**src/rtl/ex_stage_pkg.sv**
```systemverilog
// Shared types and encodings for the execute stage: ALU sub-ops, result selects, divider states.
// Latency: n/a (declarations only).
// Backpressure: n/a.
package ex_stage_pkg;

    localparam int DATA_W   = 32;
    localparam int REG_AW   = 5;
    localparam int ALUOP_W  = 8;
    localparam int ALUSEL_W = 3;

    // ALU sub-op encodings as produced by the id decoder
    localparam logic [ALUOP_W-1:0] EXE_NOP_OP  = 8'b0000_0000;
    localparam logic [ALUOP_W-1:0] EXE_AND_OP  = 8'b0010_0100;
    localparam logic [ALUOP_W-1:0] EXE_OR_OP   = 8'b0010_0101;
    localparam logic [ALUOP_W-1:0] EXE_XOR_OP  = 8'b0010_0110;
    localparam logic [ALUOP_W-1:0] EXE_NOR_OP  = 8'b0010_0111;
    localparam logic [ALUOP_W-1:0] EXE_SLL_OP  = 8'b0111_1100;
    localparam logic [ALUOP_W-1:0] EXE_SRL_OP  = 8'b0000_0010;
    localparam logic [ALUOP_W-1:0] EXE_SRA_OP  = 8'b0000_0011;
    localparam logic [ALUOP_W-1:0] EXE_DIV_OP  = 8'b0001_1010;
    localparam logic [ALUOP_W-1:0] EXE_DIVU_OP = 8'b0001_1011;

    // Result-select encodings
    localparam logic [ALUSEL_W-1:0] EXE_RES_NOP   = 3'b000;
    localparam logic [ALUSEL_W-1:0] EXE_RES_LOGIC = 3'b001;
    localparam logic [ALUSEL_W-1:0] EXE_RES_SHIFT = 3'b010;
    localparam logic [ALUSEL_W-1:0] EXE_RES_ARITH = 3'b100;

    typedef enum logic [1:0] {
        DIV_IDLE = 2'b00,
        DIV_BUSY = 2'b01,
        DIV_DONE = 2'b10
    } div_state_e;

    // ID/EX latch contents
    typedef struct packed {
        logic [ALUOP_W-1:0]  aluop;
        logic [ALUSEL_W-1:0] alusel;
        logic [DATA_W-1:0]   rdata1;
        logic [DATA_W-1:0]   rdata2;
        logic [REG_AW-1:0]   waddr;
        logic                we;
    } idex_t;

    // EX/MEM register contents
    typedef struct packed {
        logic                we;
        logic [REG_AW-1:0]   waddr;
        logic [DATA_W-1:0]   wdata;
        logic                whilo;
        logic [DATA_W-1:0]   hi;
        logic [DATA_W-1:0]   lo;
    } exmem_t;

    // Magnitude of a value, treating it as two's complement only when sgn is set
    function automatic logic [DATA_W-1:0] abs_val(input logic [DATA_W-1:0] v, input logic sgn);
        return (sgn && v[DATA_W-1]) ? -v : v;
    endfunction

endpackage

```
**src/rtl/ex_stage_div_iter.sv**
```systemverilog
// Iterative restoring divider: one quotient bit per cycle with sign fix-up on completion.
// Latency: 34 cycles start-to-idle (IDLE, 32 x BUSY, DONE); divide-by-zero goes IDLE->DONE in 2.
// Backpressure: hold keeps DONE (and its result) until released; abort returns to IDLE at once.
module ex_stage_div_iter
    import ex_stage_pkg::*;
(
    input  logic              clk,
    input  logic              rst,
    input  logic              start,
    input  logic              signed_op,
    input  logic              abort,
    input  logic              hold,
    input  logic [DATA_W-1:0] dividend_i,
    input  logic [DATA_W-1:0] divisor_i,
    output logic              busy_o,
    output logic              done_o,
    output logic [DATA_W-1:0] quot_o,
    output logic [DATA_W-1:0] rem_o
);

    div_state_e        state_q;
    logic [4:0]        cnt_q;
    logic [DATA_W-1:0] dvd_q;      // dividend magnitude shifting out, quotient bits shifting in
    logic [DATA_W-1:0] dvs_q;      // divisor magnitude
    logic [DATA_W-1:0] part_q;     // partial remainder
    logic              neg_quot_q;
    logic              neg_rem_q;
    logic [DATA_W-1:0] quot_q;
    logic [DATA_W-1:0] rem_q;

    logic [DATA_W:0]   shifted;
    logic [DATA_W:0]   trial;
    logic              ge;
    logic [DATA_W-1:0] step_part;
    logic [DATA_W-1:0] step_dvd;

    // One restoring shift-subtract step on the current partial remainder
    always_comb begin
        shifted   = {part_q, dvd_q[DATA_W-1]};
        trial     = shifted - {1'b0, dvs_q};
        ge        = ~trial[DATA_W];
        step_part = ge ? trial[DATA_W-1:0] : shifted[DATA_W-1:0];
        step_dvd  = {dvd_q[DATA_W-2:0], ge};
    end

    // Divider FSM with registered result; abort discards any partial work
    always_ff @(posedge clk or posedge rst) begin
        if (rst) begin
            state_q    <= DIV_IDLE;
            cnt_q      <= '0;
            dvd_q      <= '0;
            dvs_q      <= '0;
            part_q     <= '0;
            neg_quot_q <= 1'b0;
            neg_rem_q  <= 1'b0;
            quot_q     <= '0;
            rem_q      <= '0;
        end else if (abort) begin
            state_q    <= DIV_IDLE;
            cnt_q      <= '0;
            dvd_q      <= '0;
            dvs_q      <= '0;
            part_q     <= '0;
            neg_quot_q <= 1'b0;
            neg_rem_q  <= 1'b0;
            quot_q     <= '0;
            rem_q      <= '0;
        end else begin
            case (state_q)
                DIV_IDLE: begin
                    if (start) begin
                        cnt_q      <= '0;
                        part_q     <= '0;
                        dvd_q      <= abs_val(dividend_i, signed_op);
                        dvs_q      <= abs_val(divisor_i, signed_op);
                        neg_quot_q <= signed_op & (dividend_i[DATA_W-1] ^ divisor_i[DATA_W-1]);
                        neg_rem_q  <= signed_op & dividend_i[DATA_W-1];
                        if (divisor_i == '0) begin
                            quot_q  <= '1;
                            rem_q   <= dividend_i;
                            state_q <= DIV_DONE;
                        end else begin
                            state_q <= DIV_BUSY;
                        end
                    end
                end
                DIV_BUSY: begin
                    dvd_q  <= step_dvd;
                    part_q <= step_part;
                    if (cnt_q == 5'd31) begin
                        cnt_q   <= '0;
                        quot_q  <= neg_quot_q ? -step_dvd : step_dvd;
                        rem_q   <= neg_rem_q ? -step_part : step_part;
                        state_q <= DIV_DONE;
                    end else begin
                        cnt_q <= cnt_q + 5'd1;
                    end
                end
                DIV_DONE: begin
                    if (!hold) begin
                        state_q <= DIV_IDLE;
                    end
                end
                default: state_q <= DIV_IDLE;
            endcase
        end
    end

    assign busy_o = (state_q == DIV_BUSY);
    assign done_o = (state_q == DIV_DONE);
    assign quot_o = quot_q;
    assign rem_o  = rem_q;

endmodule

```
**src/rtl/ex_stage.sv**
```systemverilog
// Execute stage: ID/EX latch, single-cycle logic/shift ALU, optional iterative divider (EX_DIV_EN).
// Latency: ALU result combinational on ex_*, registered on mem_* one edge later; divide occupies EX 34 cycles.
// Backpressure: stall_i holds every register; stallreq_o holds upstream while a divide is in flight.
module ex_stage
    import ex_stage_pkg::*;
(
    input  logic                clk,
    input  logic                rst,
    input  logic                stall_i,
    input  logic                flush_i,
    input  logic [ALUOP_W-1:0]  aluop_i,
    input  logic [ALUSEL_W-1:0] alusel_i,
    input  logic [DATA_W-1:0]   rdata1_i,
    input  logic [DATA_W-1:0]   rdata2_i,
    input  logic [REG_AW-1:0]   waddr_reg_i,
    input  logic                we_reg_i,
    output logic                ex_we_reg_o,
    output logic [REG_AW-1:0]   ex_waddr_reg_o,
    output logic [DATA_W-1:0]   ex_wdata_o,
    output logic                mem_we_reg_o,
    output logic [REG_AW-1:0]   mem_waddr_reg_o,
    output logic [DATA_W-1:0]   mem_wdata_o,
    output logic                mem_whilo_o,
    output logic [DATA_W-1:0]   mem_hi_o,
    output logic [DATA_W-1:0]   mem_lo_o,
    output logic                stallreq_o
);

    idex_t             idex_q, idex_d;
    exmem_t            exmem_q, exmem_d;
    exmem_t            ex_res;

    logic [DATA_W-1:0] logic_res;
    logic              logic_ok;
    logic [DATA_W-1:0] shift_res;
    logic              shift_ok;
    logic [DATA_W-1:0] alu_res;
    logic              alu_ok;

    logic              div_wr;     // a divide is in the latch and its result is ready
    logic [DATA_W-1:0] div_hi;
    logic [DATA_W-1:0] div_lo;

    // ID/EX latch next value: flush squashes to NOP, any stall holds
    always_comb begin
        idex_d = idex_q;
        if (flush_i) begin
            idex_d       = '0;
            idex_d.aluop = EXE_NOP_OP;
        end else if (!(stall_i || stallreq_o)) begin
            idex_d.aluop  = aluop_i;
            idex_d.alusel = alusel_i;
            idex_d.rdata1 = rdata1_i;
            idex_d.rdata2 = rdata2_i;
            idex_d.waddr  = waddr_reg_i;
            idex_d.we     = we_reg_i;
        end
    end

    // ID/EX latch register
    always_ff @(posedge clk or posedge rst) begin
        if (rst) idex_q <= '0;
        else     idex_q <= idex_d;
    end

    // Logic/shift ALU; the result select must agree with the op class
    always_comb begin
        logic_res = '0;
        logic_ok  = 1'b0;
        shift_res = '0;
        shift_ok  = 1'b0;
        case (idex_q.aluop)
            EXE_OR_OP:  begin logic_res = idex_q.rdata1 | idex_q.rdata2;    logic_ok = 1'b1; end
            EXE_AND_OP: begin logic_res = idex_q.rdata1 & idex_q.rdata2;    logic_ok = 1'b1; end
            EXE_XOR_OP: begin logic_res = idex_q.rdata1 ^ idex_q.rdata2;    logic_ok = 1'b1; end
            EXE_NOR_OP: begin logic_res = ~(idex_q.rdata1 | idex_q.rdata2); logic_ok = 1'b1; end
            EXE_SLL_OP: begin shift_res = idex_q.rdata2 << idex_q.rdata1[4:0]; shift_ok = 1'b1; end
            EXE_SRL_OP: begin shift_res = idex_q.rdata2 >> idex_q.rdata1[4:0]; shift_ok = 1'b1; end
            EXE_SRA_OP: begin shift_res = $signed(idex_q.rdata2) >>> idex_q.rdata1[4:0]; shift_ok = 1'b1; end
            default:    ;
        endcase
        alu_res = '0;
        alu_ok  = 1'b0;
        case (idex_q.alusel)
            EXE_RES_LOGIC: begin alu_res = logic_ok ? logic_res : '0; alu_ok = logic_ok; end
            EXE_RES_SHIFT: begin alu_res = shift_ok ? shift_res : '0; alu_ok = shift_ok; end
            default:       ;
        endcase
    end

`ifdef EX_DIV_EN
    logic is_div;
    logic div_busy;
    logic div_done;
    logic [DATA_W-1:0] div_quot;
    logic [DATA_W-1:0] div_rem;

    assign is_div = (idex_q.aluop == EXE_DIV_OP) || (idex_q.aluop == EXE_DIVU_OP);

    ex_stage_div_iter u_div (
        .clk        (clk),
        .rst        (rst),
        .start      (is_div),
        .signed_op  (idex_q.aluop == EXE_DIV_OP),
        .abort      (flush_i),
        .hold       (stall_i),
        .dividend_i (idex_q.rdata1),
        .divisor_i  (idex_q.rdata2),
        .busy_o     (div_busy),
        .done_o     (div_done),
        .quot_o     (div_quot),
        .rem_o      (div_rem)
    );

    // Stall upstream until the divide reaches DONE; a flush releases at once
    assign stallreq_o = ((is_div && !div_done) || div_busy) && !flush_i;
    assign div_wr     = is_div && div_done;
    assign div_hi     = div_rem;
    assign div_lo     = div_quot;
`else
    assign stallreq_o = 1'b0;
    assign div_wr     = 1'b0;
    assign div_hi     = '0;
    assign div_lo     = '0;
`endif

    // Combinational EX result, also forwarded to id
    always_comb begin
        ex_res       = '0;
        ex_res.we    = idex_q.we && (alu_ok || div_wr);
        ex_res.waddr = idex_q.waddr;
        ex_res.wdata = alu_res;
        ex_res.whilo = div_wr;
        ex_res.hi    = div_wr ? div_hi : '0;
        ex_res.lo    = div_wr ? div_lo : '0;
    end

    assign ex_we_reg_o    = ex_res.we;
    assign ex_waddr_reg_o = ex_res.waddr;
    assign ex_wdata_o     = ex_res.wdata;

    // EX/MEM next value: flush bubbles, downstream stall holds, own stall bubbles
    always_comb begin
        exmem_d = exmem_q;
        if (flush_i)         exmem_d = '0;
        else if (stall_i)    exmem_d = exmem_q;
        else if (stallreq_o) exmem_d = '0;
        else                 exmem_d = ex_res;
    end

    // EX/MEM register
    always_ff @(posedge clk or posedge rst) begin
        if (rst) exmem_q <= '0;
        else     exmem_q <= exmem_d;
    end

    assign mem_we_reg_o    = exmem_q.we;
    assign mem_waddr_reg_o = exmem_q.waddr;
    assign mem_wdata_o     = exmem_q.wdata;
    assign mem_whilo_o     = exmem_q.whilo;
    assign mem_hi_o        = exmem_q.hi;
    assign mem_lo_o        = exmem_q.lo;

endmodule
```
**config.mk**
```make
export PLATFORM = sky130hd
export DESIGN_NAME = ex_stage
export DESIGN_NICKNAME = d
export VERILOG_FILES = /design/src/rtl/ex_stage_pkg.sv /design/src/rtl/ex_stage_div_iter.sv /design/src/rtl/ex_stage.sv
export SDC_FILE = /design/constraint.sdc
export NUM_CORES = 1
export LEC_CHECK = 0
export CELL_PAD_IN_SITES_DETAIL_PLACEMENT = 0
export CELL_PAD_IN_SITES_GLOBAL_PLACEMENT = 1
export CORE_ASPECT_RATIO = 1.2
export CORE_MARGIN = 1.5
export CORE_UTILIZATION = 38
export CTS_BUF_LIST = sky130_fd_sc_hd__clkbuf_8
export DETAILED_ROUTE_END_ITERATION = 10
export PLACE_DENSITY_LB_ADDON = 0.3
export SLEW_MARGIN = 10
export SYNTH_ARGS = -nofsm -noshare
export SYNTH_HDL_FRONTEND = slang
export SYNTH_SLANG_ARGS = --single-unit
export TNS_END_PERCENT = 100
```
**constraint.sdc**
```tcl
create_clock -name clk -period 3.82 [get_ports clk]
set_clock_uncertainty 0.05 [all_clocks]
set_input_delay 0.764 -clock clk [delete_from_list [all_inputs] [get_ports clk]]
set_output_delay 0.764 -clock clk [all_outputs]
set_load 0.1 [all_outputs]
```
==> qor.csv <==
stage,metric,value,unit
cells_and_area,fillCellCount,3010,
critical_path,slowest_stage,mux4_2,
logic_synthesis,postSynthCellCount,1378,
sta,fin_crit,3.90,ns
logic_synthesis,synth-seq-area-share,0.237,
routing,drcViolationCount,0,
clocking,numCtsBuffers,17,
clocking,holdBufCountCts,0,
sta,slew_headroom,0.327,
critical_path,r2r_start,idex_q[39]$_DFFE_PP0P_,
logic_synthesis,synthSimpleGateAreaFrac,0.130,
sta,fmax,256,MHz
critical_path,startpoint,idex_q[39]$_DFFE_PP0P_,
critical_path,path_buf_inv,2,
cells_and_area,drive_above_1_share,0.333,
placed_design,dp_hpwl,40200,µm
sta,setup_ws,-0.0833,ns
routing,totalWireLength,53700,µm
global_routing,grt_use_total,0.312,
floorplanning,dieArea,34200,µm²
logic_synthesis,ys.flop_type,dfrtp_1,
global_routing,grt_max_degree,72,
logic_synthesis,synth-xor-area-share,0.0223,
run,cap_violations,0,
sta,worstMarginPinSlew,1.01,ns
pwr,power.total,4.57,mW
logic_synthesis,muxShareOfSynthArea,0.267,
logic_synthesis,ys_async_sr_fraction,1.00,
critical_path,cp_cell_sequence,"buf_6, mux4_2, mux2_4, and3_4, or4_4, a21oi_2, a21oi_2, buf_12",
floorplanning,die_w,169,µm
logic_synthesis,syn_avg_cell_area,9.12,µm²
placed_design,gp_congestion,0.998,
clocking,root_buffer,clkbuf_8,
outcome,outcome,"complete, but fails checks",
critical_path,criticalPathCategory,reg -> out,
floorplanning,initial_core_util,0.388,
routing,avgRoutedWirePerCell,26.2,µm
critical_path,crit_path_max_incr_delay,0.54,ns
routing,first_iter_violations,1147,
critical_path,rrSetupSlack,-0.01,ns
logic_synthesis,synth_top_family_by_area,multiplexers,
critical_path,cp_data_required_time,3.01,ns
critical_path,r2r_end,mem_wdata_o[1]$_DFFE_PP0P_,
cells_and_area,syn2layout_area_growth,37.7,%
logic_synthesis,synthAdderAreaFrac,0.0657,
critical_path,crit_fanout,6,
logic_synthesis,synth_seq_cells,119,
routing,ant_nets,0,
routing,drt_first_pass_iters,5,
floorplanning,io_pins,227,
clocking,cts_max_level,4,
floorplanning,core_area,32400,µm²
sta,hold_violations,0,
global_routing,grt_overflow,0,
logic_synthesis,yosysUniqueCellTypes,89,
critical_path,crit_cells,8,
routing,vias,12100,
placed_design,io_buffers,160,
logic_synthesis,synth_edf_count,0,
cells_and_area,num-nets-final,1779,
pwr,power.leakage,7.32,nW
cells_and_area,seqCellArea,3010,µm²
clocking,numClockSinks,119,
global_routing,grt_pass1_vias,11300,
logic_synthesis,synth-compound-area-share,0.156,
critical_path,endpoint,ex_wdata_o[31],
cells_and_area,multi_input_area,9100,µm²
sta,setup_viol,11,
sta,rsz0062_at_grt,yes,
cells_and_area,postLayoutCoreUtil,0.534,
critical_path,r2r_cells,19,
floorplanning,rows,72,
routing,viasPerCell,5.88,
critical_path,path_common_cell,a21oi_2,
global_routing,grt_pass1_wl,77700,µm
logic_synthesis,ys_warn_count,0,
clocking,cts.clk_slew.worst_paths,0.08,ns
sta,drv_slew,0,
critical_path,critPathArrivalTime,3.09,ns
floorplanning,die_h,202,µm
pwr,ir_worst_vdd,193,µV
sta,fin_crit_sh,1.02,
clocking,worstSkewPairLatency,0.48,ns
clocking,cts_buffer_depth,2,
clocking,cts_tree,yes,
critical_path,worst_setup_path_start_kind,register,
logic_synthesis,netlist_area,12600,µm²
outcome,violations,setup timing,
critical_path,crit_family,multiplexers,
global_routing,antenna_found_initial,1,
critical_path,end_kind,output pin,
pwr,p_per_area,264,nW/µm²
worst_hold_path,hold_path.class,reg -> reg,
[worst min path at each step]
stage,from,to,slack [ns],cells after the start
3_3_place_gp,mem_wdata_o[17]$_DFFE_PP0P_,mem_wdata_o[17]$_DFFE_PP0P_,0.45,2
3_5_place_dp,mem_wdata_o[0]$_DFFE_PP0P_,mem_wdata_o[0]$_DFFE_PP0P_,0.46,1
5_1_grt,mem_wdata_o[0]$_DFFE_PP0P_,mem_wdata_o[0]$_DFFE_PP0P_,0.50,1
4_1_cts,mem_wdata_o[16]$_DFFE_PP0P_,mem_wdata_o[16]$_DFFE_PP0P_,0.48,2
6_report,mem_wdata_o[0]$_DFFE_PP0P_,mem_wdata_o[0]$_DFFE_PP0P_,0.47,1
2_1_floorplan,idex_q[0]$_DFFE_PP0P_,idex_q[0]$_DFFE_PP0P_,0.43,2
[registers in the layout, summed over array words and instances, names as in the netlist]
signal and cells:
idex_q 76, ex_waddr_reg_o 5, mem_waddr_reg_o 5, mem_wdata_o 32, mem_we_reg_o 1
[power by group]
part	internal, mW	leakage (nW)	switching (mW)
Combinational	0.683	5.55	1.17
Sequential	1.32	1.56	0.114
Clock	0.648	0.208	0.636
[layer usage]
layer  share of wire  GRT usage
met5               0          0
met4           0.051      0.144
met3           0.077     0.0493
met2            0.47      0.502
met1            0.40      0.412
[synthesized netlist by cell type, drive strengths merged, types with 9 or more instances]
library cell | number | area (µm²)
a211oi | 30 | 225
a21oi | 44 | 220
a221oi | 9 | 78.8
a311oi | 10 | 87.6
and2 | 9 | 56.3
buf | 145 | 970
clkbuf | 64 | 241
dfrtp | 119 | 2980
ha | 66 | 826
inv | 78 | 293
mux2 | 38 | 432
mux2i | 148 | 1480
mux4 | 62 | 1450
nand2 | 87 | 329
nand2b | 9 | 56.3
nand3 | 17 | 85.1
nor2 | 143 | 539
nor2b | 15 | 93.8
nor3 | 17 | 85.1
nor4 | 11 | 83.8
o211ai | 21 | 163
o21a | 16 | 120
o21ai | 38 | 194
o221ai | 9 | 78.8
o22ai | 14 | 87.6
o31ai | 9 | 67.6
xnor2 | 10 | 87.6
xor2 | 22 | 193
[stage by stage]
step           worst slack (ns)  cell area (µm²)  setup TNS [ns]  instances  hold WS (ns)
3_5_place_dp              0.131            15400               0       1950         0.459
3_3_place_gp              0.158            15400               0       1950         0.447
2_1_floorplan            -0.559            12900           -2.14       1443         0.433
4_1_cts                 -0.0925            16700          -0.536       2027         0.480
6_report                -0.0833            17300          -0.351       2050         0.471
5_1_grt                  -0.156            17300           -1.07       2048         0.501
[timing repair]
action | 4_1_cts | 5_1_grt
resized for setup | 123 | 96
setup buffers | 43 | 20
gates cloned | 4 | 4
pin swaps | 32 | 31
endpoints found under the setup margin | 31 | 33
[area by class of cell]
class | instances | area share
antenna | 2 | 0.000289
clock buffer | 17 | 0.0135
clock inverter | 15 | 0.0102
inverter | 79 | 0.0181
multi-input combinational | 1034 | 0.526
sequential | 119 | 0.174
tap | 407 | 0.0294
timing repair buffer | 377 | 0.229
[logic make-up (layout without fill, tap and decap cells)]
family,Yosys count,count (layout)
buf+inv,290,488
other cells,1,68
simple gates,347,347
mux,248,248
compound gates,275,275
flops,119,119
xor+xnor,32,32
fa+ha+maj,66,66
[cell usage in the layout, fill, tap and decap left out, types with 12 or more instances in the layout]
cell type,netlist,routed
buf_4,87,180
nor2_1,142,128
mux2i_1,148,126
clkdlybuf4s50_1,0,125
dfrtp_1,119,97
nand2_1,86,84
inv_1,77,77
ha_1,66,66
conb_1,1,66
mux4_2,49,60
buf_12,1,44
a21oi_1,44,34
mux2_2,36,25
a211oi_1,30,25
o21ai_0,35,23
xor2_1,22,22
o211ai_1,20,20
dfrtp_2,0,20
clkbuf_8,0,17
o21a_1,16,16
nor2b_1,15,15
nand3_1,17,14
buf_6,6,14
mux2_4,1,13
nor2_2,1,13
mux2i_2,0,12
(Power assumes the default switching activity.)
